### src/rtl/inv_shift_rows_stream.sv
// Byte-serial AES InvShiftRows on 16-byte column-major states.
// Two ping-pong banks let one state fill while the other drains.
module inv_shift_rows_stream (
  input  logic       clk,
  input  logic       rst,
  input  logic       in_valid,
  output logic       in_ready,
  input  logic [7:0] in_byte,
  output logic       out_valid,
  input  logic       out_ready,
  output logic [7:0] out_byte,
  output logic       out_last
);

  logic [7:0] mem_q [2][16];

  logic [1:0] full_q;
  logic [1:0] full_d;
  logic [3:0] wcnt_q;
  logic [3:0] wcnt_d;
  logic [3:0] rcnt_q;
  logic [3:0] rcnt_d;
  logic       wptr_q;
  logic       wptr_d;
  logic       rptr_q;
  logic       rptr_d;

  logic       wr_fire;
  logic       rd_fire;
  logic       wr_end;
  logic       rd_end;
  logic [1:0] rd_col;
  logic [1:0] rd_row;
  logic [1:0] src_col;
  logic [3:0] src_idx;
  logic [7:0] rd_byte;

  // Source byte for output index 4c+r comes from column (c-r) mod 4.
  always_comb begin
    rd_col  = rcnt_q[3:2];
    rd_row  = rcnt_q[1:0];
    src_col = rd_col - rd_row;
    src_idx = {src_col, rd_row};
    rd_byte = mem_q[rptr_q][src_idx];
  end

  // Handshake decode and output gating.
  always_comb begin
    in_ready  = !full_q[wptr_q];
    out_valid = full_q[rptr_q];
    wr_fire   = in_valid && in_ready;
    rd_fire   = out_valid && out_ready;
    wr_end    = wr_fire && (wcnt_q == 4'd15);
    rd_end    = rd_fire && (rcnt_q == 4'd15);
    out_byte  = out_valid ? rd_byte : 8'h00;
    out_last  = out_valid && (rcnt_q == 4'd15);
  end

  // Next-state for counters, pointers and full flags.
  // Fill and drain always target different banks, so both
  // flag updates can be applied in the same cycle.
  always_comb begin
    full_d = full_q;
    wcnt_d = wcnt_q;
    rcnt_d = rcnt_q;
    wptr_d = wptr_q;
    rptr_d = rptr_q;
    if (wr_fire) begin
      wcnt_d = wcnt_q + 4'd1;
    end
    if (wr_end) begin
      full_d[wptr_q] = 1'b1;
      wptr_d         = !wptr_q;
    end
    if (rd_fire) begin
      rcnt_d = rcnt_q + 4'd1;
    end
    if (rd_end) begin
      full_d[rptr_q] = 1'b0;
      rptr_d         = !rptr_q;
    end
  end

  // Control state register with synchronous reset.
  always_ff @(posedge clk) begin
    if (rst) begin
      full_q <= 2'b00;
      wcnt_q <= 4'd0;
      rcnt_q <= 4'd0;
      wptr_q <= 1'b0;
      rptr_q <= 1'b0;
    end else begin
      full_q <= full_d;
      wcnt_q <= wcnt_d;
      rcnt_q <= rcnt_d;
      wptr_q <= wptr_d;
      rptr_q <= rptr_d;
    end
  end

  // Bank storage; contents are don't-care until the bank is full.
  always_ff @(posedge clk) begin
    if (wr_fire && !rst) begin
      mem_q[wptr_q][wcnt_q] <= in_byte;
    end
  end

endmodule

### config.mk
export PLATFORM = sky130hd
export DESIGN_NAME = inv_shift_rows_stream
export DESIGN_NICKNAME = d
export VERILOG_FILES = /design/src/rtl/inv_shift_rows_stream.sv
export SDC_FILE = /design/constraint.sdc
export NUM_CORES = 1
export LEC_CHECK = 0
export BUFFER_PORTS_ARGS = -buffer_cell sky130_fd_sc_hd__buf_2
export CAP_MARGIN = 20
export CORE_AREA = 2 2 179 181
export CTS_CLUSTER_DIAMETER = 40
export DETAILED_ROUTE_END_ITERATION = 7
export DIE_AREA = 0 0 181 183
export GPL_ROUTABILITY_DRIVEN = 1
export PLACE_DENSITY_LB_ADDON = 0.15
export SLEW_MARGIN = 20
export SYNTH_ARGS = -nofsm -noshare
export SYNTH_HDL_FRONTEND = slang
export SYNTH_SLANG_ARGS = --single-unit
### constraint.sdc
create_clock -name clk -period 5.65 [get_ports clk]
set_clock_uncertainty 0.1 [all_clocks]
set_input_delay 0.565 -clock clk [delete_from_list [all_inputs] [get_ports clk]]
set_output_delay 0.565 -clock clk [all_outputs]
set_load 0.05 [all_outputs]
==> results of run 1 <==
-- layout make-up --
type / instances / area (sq um) / share of cell area [%]
multi-input combinational: 271 / 2650 / 21.1
tap: 402 / 503 / 4.01
inverter: 9 / 33.8 / 0.269
sequential: 269 / 7950 / 63.4
timing repair buffer: 29 / 183 / 1.46
clock inverter: 20 / 203 / 1.62
clock buffer: 47 / 1030 / 8.18
-- cell usage in the layout (no fill, tap or decap), drive strengths merged, types with 5 or more instances in the layout --
master,Yosys,final
clkbuf,10,47
xnor2,5,5
nor2b,8,8
buf,18,29
o22ai,8,8
mux4,49,49
clkinv,0,13
dfxtp,13,13
inv,9,10
o31a,7,7
ha,6,6
o21ai,7,7
edfxtp,256,256
mux2,22,22
a21oi,10,10
nor2,47,47
mux2i,18,18
a221oi,7,7
nand3,7,7
nor3,11,11
a211oi,8,8
nand2,26,26
-- worst max-delay path, stage by stage (launching register included) --
cell and delay, ns:
dfxtp_1 0.33, inv_1 0.08, ha_1 0.85, buf_4 0.36
mux4_2 0.33, mux2i_1 0.46, a221oi_2 0.15, o31a_1 0.17
buf_2 0.22
-- path summary, 6_finish.rpt --
path,from,endpoint,slack [ns],cells after the start
hold reg to reg,wcnt_q[1],wcnt_q[1],0.43,2
setup / recovery,rcnt_q[2],out_byte[4],1.52,8
hold / removal,out_ready,rcnt_q[1],0.28,3
setup reg to reg,wptr_q,mem_q[1][96],2.72,4
-- routing by layer --
| layer | share of wire (%) | global-route usage, % | up-vias |
|---|---|---|---|
| li1 | - | - | 2402 |
| met1 | 44 | 20.4 | 2759 |
| met2 | 47 | 24.3 | 128 |
| met3 | 5.2 | 3.08 | 50 |
| met4 | 3.2 | 5.69 | 0 |
| met5 | 0 | 0 | - |
-- kinds of logic after synthesis --
logic type      Yosys count  synth area share (%)
mux                      89                  14.2
simple gates            114                  4.86
fa+ha+maj                 6                 0.696
flops                   269                  73.7
compound gates           52                  3.83
buf+inv                  37                  1.76
xor+xnor                 10                 0.951
-- state kept, by name, indices dropped and copies added, names as in the netlist, named ones only --
register and flops:
wptr_q 1, rptr_q 1, full_q 2, wcnt_q 4, rcnt_q 4, mem_q 256
-- power groups by stage --
stage | clock (mW) | combinational [mW] | sequential [mW]
2_1_floorplan | 0 | 0.0202 | 2.23
3_3_place_gp | 0 | 0.0639 | 2.23
3_5_place_dp | 0 | 0.0668 | 2.23
4_1_cts | 2.31 | 0.0669 | 2.19
5_1_grt | 2.40 | 0.0718 | 2.19
6_report | 2.27 | 0.0647 | 2.19
==> reports/metrics.yaml, run 1 <==
finish:
  area_delta_synth_final_pct: 16.4
  fin_util_pct: 40.2
  diodes: 0
  drive_above_1_share_pct: 27.8
  instances_no_fill: 1047
  nets: 635
  final_area_sq_um: 12500
  fill_cells: 2862
detailed_routing:
  drt_wl_total_mm: 24.5
  dr.pass1.iters: 4
  wl_per_cell_um: 23.4
  vias: 5339
  ant_nets: 0
  drt-vias-per-instance: 5.10
  drc: 0
  drtIter0Drc: 374
place:
  place_area_sq_um: 11300
  numPortBuffers: 22
  dp_worst_setup_slack_ns: 2.02
  gp_congestion: 0.784
  hpwl_mm: 15.0
  dpl.cell_count: 979
timing:
  tns_ns: 0
  finalHoldViolations: 0
  rsz0062_at_grt: "no"
  setup_viol: 0
  fmax_mhz: 242
  report.final.slew_viol_count: 0
  relSlewSlack_pct: 31.0
  fin_hold_ws_ns: 0.285
  worstMarginPinSlew_ns: 1.03
  period_minus_slack_ns: 4.13
  final.setup.worst_slack_ns: 1.52
  fin_crit_sh_pct: 73.0
clock_tree:
  worst_skew_pair.late_latency_ns: 0.50
  clkSlewWorstSetupHoldPaths_ns: 0.05
  cts_resized: 0
  cts_buffers: 37
  cts_tree: "done"
  cts-root-buf: "clkbuf_16"
  htree_levels: 2
  ctsHoldBuffers: 0
  cts_max_path_buffers: 3
  cts.sinks: 269
  post-cts-setup-buffer-count: 0
worst_setup_path:
  start_kind: "register"
  worstPathArrival_ns: 3.46
  critPathKind: "register to primary output"
  path_max_fanout: 15
  worstPathRequired_ns: 4.99
  worst_setup_path_end_kind: "primary output"
yosys:
  netlist_area_sq_um: 10800
  synth_cells: 577
  yosysMostFrequentCell: "edfxtp_1"
  synth-edff-count: 256
  synthTopCellsByArea: "edfxtp_1, mux4_2, dfxtp_1, mux2_2, mux2i_1"
  ys_async_sr_fraction_pct: 0
  synth_top_area_share_pct: 71.3
  yosysSeqAreaShare_pct: 73.7
  synthFlopType: "edfxtp_1"
  postSynthAreaPerCell_sq_um: 18.7
  synth_nets: 595
  ys_ff_latch: 269
  synth.distinct_cells: 40
  netlist_top_cells_count: "edfxtp_1, mux4_2, nor2_1"
  yosys.area.top_type: "edfxtp_1"
  yosysWarnings: 0
flow_run:
  cap_viol_max_count: 0
power_and_ir_drop:
  combPwrFrac_pct: 1.4
  power_mw: 4.53
  switchingPower_mw: 0.893
  p_seq_share_pct: 48.5
  p_per_area_nw_per_um2: 361
  ir_drop_mv: 0.239
  pwr-share-clk_pct: 50.1
  p_leak_nw: 4.01
  intPower_mw: 3.63
  switching_share_pct: 19.7
global_route:
  antenna_found_initial: 0
  overflow: 0
  first_global_vias: 5597
  grt_pass1_wl_mm: 36.6
  grt_max_degree: 51
  grt_usage_pct: 15.1
floorplanning:
  die_h_um: 183
  core_sq_um: 31200
  ios: 23
  rows: 65
  dieArea_sq_um: 33100
  die_w_um: 181
  start_util_pct: 34.5
status:
  outcome: "completed"
worst_hold_path:
  hold_class: "input pin to register"
Power figures use the tool's default switching activity.
==> run 2, diff against run 1 <==
==> constraint.sdc (replaced) <==
create_clock -name clk -period 3.8 [get_ports clk]
set_clock_uncertainty 0.1 [all_clocks]
set_input_delay 0.38 -clock clk [delete_from_list [all_inputs] [get_ports clk]]
set_output_delay 0.38 -clock clk [all_outputs]
set_load 0.05 [all_outputs]
==> run 2 against run 1 <==
- worst hold slack got worse by 0.18 ns
- power rose by 46%
- register-to-register slack got worse by 1.8 ns
- largest power group is now sequential cells
- flip-flop and latch count did not move
- sequential share of layout area barely moved
- via count rose by 1.0%
- highest routed layer unchanged
==> reports/metrics.yaml, run 2 (synthesis results as in run 1) <==
status:
  outcome: "completed"
power_and_ir_drop:
  ir_drop_mv: 0.398
  power_mw: 6.60
  p_leak_nw: 4.01
  p_per_area_nw_per_um2: 526
place:
  hpwl_mm: 15.4
  dpl.cell_count: 987
  gp_congestion: 0.766
  place_area_sq_um: 11400
  numPortBuffers: 22
detailed_routing:
  drc: 0
  drtIter0Drc: 357
  wl_met1_mm: 10.9
  drt-vias-per-instance: 5.14
  dr.pass1.iters: 5
  wl_per_cell_um: 23.2
  vias: 5393
  ant_nets: 0
  wl_met3_mm: 1.13
  routed.top_layer: "met4"
  met2_length_mm: 11.9
  drt_wl_total_mm: 24.4
timing:
  relSlewSlack_pct: 31.1
  period_minus_slack_ns: 3.45
  rsz0062_at_grt: "no"
  worstMarginPinSlew_ns: 1.03
  report.final.slew_viol_count: 0
  setup_viol: 0
  fmax_mhz: 290
  fin_crit_sh_pct: 90.7
  finalHoldViolations: 0
  tns_ns: 0
  fin_hold_ws_ns: 0.105
clock_tree:
  cts_max_path_buffers: 3
  worst_skew_pair.late_latency_ns: 0.49
  clkSlewWorstSetupHoldPaths_ns: 0.05
  post-cts-setup-buffer-count: 0
  cts_resized: 0
  htree_levels: 2
  cts-root-buf: "clkbuf_16"
  ctsHoldBuffers: 0
  cts_tree: "done"
  cts_buffers: 36
  cts.sinks: 269
finish:
  ff_latch_area_sq_um: 7950
  layout_commonest_cell: "edfxtp_1"
  area_delta_synth_final_pct: 16.3
  final_area_sq_um: 12500
  nets: 641
  instances_no_fill: 1049
  max_flop_register: "mem_q"
  layout_common_cells: "edfxtp_1, mux4_2, nor2_1"
  drive_above_1_share_pct: 27.7
  multi_input_area_sq_um: 2650
  top_regs: "mem_q: 256 flops, rcnt_q: 4 flops, wcnt_q: 4 flops"
  largest_register_ff_count: 256
  fill_cells: 2835
global_route:
  grt_pass1_wl_mm: 36.5
  first_global_vias: 5701
  grt_max_degree: 38
  antenna_found_initial: 1
  grt_usage_pct: 15.0
  overflow: 0
floorplanning:
  start_util_pct: 34.5
  dieArea_sq_um: 33100
  rows: 65
  die_h_um: 183
  core_sq_um: 31200
  ios: 23
  die_w_um: 181
worst_setup_path:
  path_max_fanout: 28
  max_stage_delay_ns: 0.48
  worst_setup_path_end_kind: "primary output"
  start_kind: "register"
  cp_top_family: "buffers and inverters"
  crit_start: "rcnt_q[2]"
  r2r_slack_ns: 0.89
  ff2ff_path_depth: 4
  critPathKind: "register to primary output"
  cp_slowest_cell: "a221oi_2"
  worstPathRequired_ns: 3.32
  crit_chain: "inv_1 > ha_1 > buf_4 > mux4_2 > mux2i_1 > a221oi_2 > o31a_1 > buf_2"
  reg2reg_from: "wptr_q"
  critPathBufInv: 3
  reg2reg_to: "mem_q[0][107]"
  worstPathArrival_ns: 2.97
worst_hold_path:
  hold_depth: 3
  hold_class: "input pin to register"
  hp-start: "in_valid"
  holdPathEnd: "wcnt_q[1]"
flow_run:
  cap_viol_max_count: 0
[run 2: cell type report]
cell class | instances | area share (%)
Sequential cell | 269 | 63.4
Multi-Input combinational cell | 271 | 21.1
Clock buffer | 41 | 7.50
Tap cell | 402 | 4.01
Timing Repair Buffer | 36 | 1.93
Clock inverter | 20 | 1.79
Inverter | 9 | 0.269
Antenna cell | 1 | 0.0199
[run 2: where the power goes]
group	switching (mW)	internal, mW	leakage (nW)
clock	1.24	2.00	0.567
combinational	0.0755	0.0188	1.04
sequential	0.00500	3.26	2.41
[run 2: stage by stage]
stage,setup slack (ns),util [%]
after floorplan,1.20,-
after CTS,0.319,40.2
after global routing,0.240,40.2
after detailed placement,0.860,36.4
after global placement,0.844,36.4
final,0.355,40.2
[run 2: routing by layer]
metal,vias up,track usage (%)
li1,2409,-
met1,2822,20.4
met2,130,25.2
met3,32,2.46
met4,0,4.29
met5,-,0
[run 2: worst max-delay path by stage]
stage	to	slack [ns]	cells past startpoint
3_3_place_gp	out_byte[0]	0.84	6
4_1_cts	out_byte[0]	0.32	6
5_1_grt	out_byte[0]	0.24	6
6_report	out_byte[5]	0.35	8
2_1_floorplan	out_byte[3]	1.20	7
3_5_place_dp	out_byte[0]	0.86	6
[run 2: worst reg2reg max path, stage by stage (launching register included)]
cell and delay, ns:
dfxtp_1 0.54, mux2_2 0.42, nor3_1 0.27, nand2_1 0.32
nor2_1 0.87
